==> src/rtl/ram_32x4_write_sequencer.sv <==
// ram_32x4_write_sequencer
//   Upstream loader for the 32x4 dual-port RAM show-time stage. Each debounced
//   press of the store key becomes one single-cycle RAM write of data_in at an
//   auto-incrementing address; fill status is reported on full/count.
//   Optional feature macro: RAM_WRITE_WRAP_EN. When it is defined, the address
//   wraps after the last location and writes continue, overwriting the oldest
//   entries. When it is undefined, the sequencer parks in FULL until reset.
module ram_32x4_write_sequencer #(
  parameter int ADDR_WIDTH      = 5,
  parameter int DATA_WIDTH      = 4,
  parameter int DEBOUNCE_CYCLES = 500000
) (
  input  logic                  CLOCK_50,
  input  logic                  reset,
  input  logic                  enable,
  input  logic                  key,
  input  logic [DATA_WIDTH-1:0] data_in,
  output logic [ADDR_WIDTH-1:0] write_addr,
  output logic [DATA_WIDTH-1:0] data,
  output logic                  write,
  output logic                  full,
  output logic [ADDR_WIDTH:0]   count
);

  localparam int                  CNT_W     = (DEBOUNCE_CYCLES > 1) ? $clog2(DEBOUNCE_CYCLES) : 1;
  localparam logic [CNT_W-1:0]    DB_LAST   = CNT_W'(DEBOUNCE_CYCLES - 1);
  localparam logic [ADDR_WIDTH-1:0] ADDR_LAST = {ADDR_WIDTH{1'b1}};
  localparam logic [ADDR_WIDTH:0] COUNT_MAX = (ADDR_WIDTH + 1)'(1 << ADDR_WIDTH);

  typedef enum logic [1:0] {
    S_IDLE  = 2'd0,
    S_WRITE = 2'd1,
    S_FULL  = 2'd2
  } state_t;

  logic                  r_key_meta;
  logic                  r_key_s;
  logic                  r_key_db;
  logic                  r_key_db_d;
  logic                  r_press_p;
  logic [CNT_W-1:0]      r_db_cnt;
  state_t                r_state;
  state_t                w_state_next;
  logic [ADDR_WIDTH-1:0] r_addr;
  logic [DATA_WIDTH-1:0] r_data;
  logic                  r_full;
  logic [ADDR_WIDTH:0]   r_count;
  logic                  w_start;
  logic                  w_last;

  // Two-flop synchroniser bringing the asynchronous key into the clock domain.
  // NOTE: sequential state uses non-blocking (<=) so every flop samples the
  // pre-edge value of its neighbours; blocking here would collapse the chain.
  always_ff @(posedge CLOCK_50 or posedge reset) begin
    if (reset) begin
      r_key_meta <= 1'b0;
      r_key_s    <= 1'b0;
    end else begin
      r_key_meta <= key;
      r_key_s    <= r_key_meta;
    end
  end

  // Debounce: key_db follows key_s only after key_s has differed for DEBOUNCE_CYCLES cycles.
  always_ff @(posedge CLOCK_50 or posedge reset) begin
    if (reset) begin
      r_db_cnt <= '0;
      r_key_db <= 1'b0;
    end else if (r_key_s == r_key_db) begin
      r_db_cnt <= '0;
    end else if (r_db_cnt == DB_LAST) begin
      r_key_db <= r_key_s;
      r_db_cnt <= '0;
    end else begin
      r_db_cnt <= r_db_cnt + CNT_W'(1);
    end
  end

  // Registered one-cycle press pulse on the debounced rising edge only.
  always_ff @(posedge CLOCK_50 or posedge reset) begin
    if (reset) begin
      r_key_db_d <= 1'b0;
      r_press_p  <= 1'b0;
    end else begin
      r_key_db_d <= r_key_db;
      r_press_p  <= r_key_db & ~r_key_db_d;
    end
  end

  assign w_start = (r_state == S_IDLE) && r_press_p && enable;
  assign w_last  = (r_addr == ADDR_LAST);

  // FSM state register.
  always_ff @(posedge CLOCK_50 or posedge reset) begin
    if (reset) r_state <= S_IDLE;
    else       r_state <= w_state_next;
  end

  // FSM next-state logic; presses outside IDLE are simply dropped.
  // NOTE: the default assignment first keeps every path assigned, so no latch.
  always_comb begin
    w_state_next = r_state;
    case (r_state)
      S_IDLE:  if (w_start) w_state_next = S_WRITE;
`ifdef RAM_WRITE_WRAP_EN
      S_WRITE: w_state_next = S_IDLE;
`else
      S_WRITE: w_state_next = w_last ? S_FULL : S_IDLE;
`endif
      S_FULL:  w_state_next = S_FULL;
      default: w_state_next = S_IDLE;
    endcase
  end

  // Write datapath: capture data entering WRITE, advance address and count leaving it.
  always_ff @(posedge CLOCK_50 or posedge reset) begin
    if (reset) begin
      r_data  <= '0;
      r_addr  <= '0;
      r_full  <= 1'b0;
      r_count <= '0;
    end else begin
      if (w_start) r_data <= data_in;
      if (r_state == S_WRITE) begin
        if (r_count != COUNT_MAX) r_count <= r_count + (ADDR_WIDTH + 1)'(1);
        if (w_last) r_full <= 1'b1;
`ifdef RAM_WRITE_WRAP_EN
        r_addr <= r_addr + ADDR_WIDTH'(1);
`else
        if (!w_last) r_addr <= r_addr + ADDR_WIDTH'(1);
`endif
      end
    end
  end

  // The strobe is decoded from the state flops, so an async reset drops it at once.
  assign write      = (r_state == S_WRITE);
  assign write_addr = r_addr;
  assign data       = r_data;
  assign full       = r_full;
  assign count      = r_count;

endmodule
==> config.mk <==
export PLATFORM = sky130hd
export DESIGN_NAME = ram_32x4_write_sequencer
export DESIGN_NICKNAME = d
export VERILOG_FILES = /design/src/rtl/ram_32x4_write_sequencer.sv
export SDC_FILE = /design/constraint.sdc
export NUM_CORES = 1
export LEC_CHECK = 0
export ABC_AREA = 1
export BUFFER_PORTS_ARGS = -buffer_cell sky130_fd_sc_hd__clkbuf_2
export CAP_MARGIN = 30
export CORE_ASPECT_RATIO = 0.9
export CORE_UTILIZATION = 50
export CTS_BUF_LIST = sky130_fd_sc_hd__clkbuf_4 sky130_fd_sc_hd__clkbuf_8
export DETAILED_ROUTE_END_ITERATION = 16
export PLACE_DENSITY = 0.7
export SYNTH_ARGS = -nofsm -noshare
export SYNTH_HDL_FRONTEND = slang
export SYNTH_SLANG_ARGS = --single-unit
==> constraint.sdc <==
create_clock -name CLOCK_50 -period 2.2 [get_ports CLOCK_50]
set_input_delay 0.11 -clock CLOCK_50 [delete_from_list [all_inputs] [get_ports CLOCK_50]]
set_output_delay 0.11 -clock CLOCK_50 [all_outputs]
set_load 0.05 [all_outputs]
==> reports/results.ini <==
[outcome]
status = complete, but fails checks
failed_checks = DRC

[detailed_routing]
drt_iter0_markers = 112
first_pass_iters = 10
drcViolationCount = 2
viasPerCell = 4.77
avgRoutedWirePerCell_um = 11.3
wl_um = 3820
vias = 1612
antenna_left = 0

[floorplanning]
initial_core_util = 0.526
die_h_um = 64.3
die_x_um = 71.3
num_rows = 22
io_pins = 25
die_area_um2 = 4580
core-area_um2 = 4100

[final_layout]
fin_nets = 302
n_fill_cell = 367
layout.cells.non_filler = 338
fin_util = 0.610
drive_above_1_share = 0.183
diodes = 0
syn_to_final_growth_pct = 15.8

[clock_tree]
clk_pin_slew_ns = 0.08
clock-sinks = 42
postCtsSetupBuffers = 0
cts_tree = done
cts_buffers = 5
post_cts_resized = 0
cts_max_level = 2
cts_max_path_buffers = 2
clkLatencyLatePin_ns = 0.30
root_buffer = clkbuf_8

[sta]
fin_setup_tns_ns = 0
setup_violations = 0
fin_crit_sh = 0.713
fmax_mhz = 637
rsz0062_at_grt = no
worst_pin_slew_ns = 0.589
finalWorstSetupSlack_ns = 0.631
slew_headroom = 0.605
skew_ns = 0.00464
slew_violations = 0
hold_viol_final = 0
min_period_ns = 1.57

[logic_synthesis]
synthFlopType = dfrtp_1
synth_largest_area_cell = dfrtp_1
synth.most_common_cell = nand2_1
synth.area.top_cells = dfrtp_1, nand2_1, nor2_1
synth_fp_nets = 268
netlist_area_um2 = 2160
synth-edff-count = 0
synthCells = 255
synthArstFlopShare = 1.00
synth-seq-cells = 42
yosysTopAreaCellShare = 0.487
synthDistinctLibCells = 26
seq_area_frac_synth = 0.487
synth_commonest_cells = nand2_1, nor2_1, dfrtp_1
syn_avg_cell_area_um2 = 8.46
synth-warning-count = 0

[power_and_ir_drop]
power.density_nw_per_um2 = 623
internal_power_uw = 1250
comb_power_share = 0.030
clkPwrFrac = 0.469
sw_frac_of_total = 0.197
p_switching_uw = 307
leakage_uw = 0.00127
ir_drop_mv = 0.420
p_total_uw = 1560
pwr-share-seq = 0.502

[global_route]
grt_pass1_vias = 1469
grt-ovfl-total = 0
grtUsageTotal = 0.190
antenna_found_initial = 0
grt_max_degree = 43
grt_pass1_wl_um = 6630

[critical_path]
cp_data_required_time_ns = 2.39
reg2reg_slack_ns = 0.63
regToRegStartpoint = write_addr[0]
path_class = flop to flop
arrival_ns = 1.76
endpoint_kind = flop
cp-startpoint = write_addr[0]
path_max_fanout = 5
cp-start-kind = flop

[worst_hold_path]
hold_class = input port to flop
hold_path_startpoint = data_in[2]

[placement]
preCtsSetupSlack_ns = 0.623
dp.cells = 325
dp_hpwl_um = 2810
finalWeightedCongestion = 0.859
io_buffers = 24

[run]
max_cap_violations = 0

[kinds of logic after synthesis]
family | Yosys count | share of synthesized area
buffers and inverters | 34 | 0.0713
AOI/OAI and AO/OA | 7 | 0.0191
DFF | 42 | 0.487
and+or+nand+nor | 148 | 0.314
xor gates and xnor gates | 17 | 0.0690
adders and majority gates | 5 | 0.0290
muxes | 2 | 0.0104
[metal layers]
metal  GRT usage  wire [µm]  vias up
met5           0          0        -
met4      0.0675         24        0
met3      0.0473        129        2
met2       0.283       1660       24
met1       0.267       2010      733
li1            -          -      853
[placed cells by master, fill, tap and decap left out, types with 2 or more instances in the layout]
cell type and n:
xor2_1 10, nor2_4 7, inv_1 28, inv_2 2, clkbuf_8 5, nand2_2 3
mux2_2 2, ha_1 5, nand2_1 58, clkbuf_2 24, dlygate4sd3_1 5, nor2_2 3
a21oi_1 4, xnor2_1 7, buf_4 2, nand4_1 9, nor2_1 51, dfrtp_1 42
nand3_1 12, bufinv_16 2
[through the flow]
step,area [µm²],hold slack [ns]
2_1_floorplan,2160,0.141
3_3_place_gp,2310,0.219
3_5_place_dp,2310,0.221
4_1_cts,2500,0.00621
5_1_grt,2500,0.0251
6_report,2500,0.00840
[power groups by stage]
stage | combinational (µW) | clock, µW | sequential (µW)
finish | 46.4 | 730 | 781
global route | 54.1 | 774 | 782
CTS | 47.7 | 742 | 781
detailed placement | 40.7 | 0 | 796
global placement | 40.5 | 0 | 796
floorplan | 25.1 | 0 | 796
[layout make-up]
type / instances / area [µm²] / share of cell area
Clock buffer: 5 / 68.8 / 0.0275
Clock inverter: 3 / 68.8 / 0.0275
Inverter: 30 / 113 / 0.0450
Multi-Input combinational cell: 179 / 953 / 0.381
Sequential cell: 42 / 1050 / 0.420
Tap cell: 48 / 60.1 / 0.0240
Timing Repair Buffer: 31 / 185 / 0.0741
[registers in the layout, indices dropped and copies added (netlist names)]
| name | cells |
|---|---|
| full | 1 |
| r_key_s | 1 |
| write_addr | 5 |
| r_key_meta | 1 |
| r_state | 2 |
| r_press_p | 1 |
| data | 4 |
| r_key_db | 1 |
| r_db_cnt | 19 |
| r_key_db_d | 1 |
| count | 6 |
[path summary, 6_finish.rpt]
| kind | depth (start not counted) | end |
|---|---|---|
| setup / recovery | 7 | write_addr[4] |
| hold / removal | 3 | data[2] |
| setup reg to reg | 7 | write_addr[4] |
| hold reg to reg | 0 | r_key_s |
| max in group asynchronous | 4 | r_db_cnt[14] |
| min in group asynchronous | 4 | r_key_db_d |
[critical path: stages, from the launching register on]
cell and delay (ns):
dfrtp_1 0.42, ha_1 0.17, inv_1 0.05, nor2_1 0.10, ha_1 0.17, inv_1 0.04, nand2_1 0.16, mux2_2 0.35
[repair_timing]
action | in CTS | in global routing
setup endpoints to repair | 0 | 0
hold endpoints to repair | 46 | 0
hold buffers | 5 | 0
Note: power is estimated with default switching activity, not from simulation.
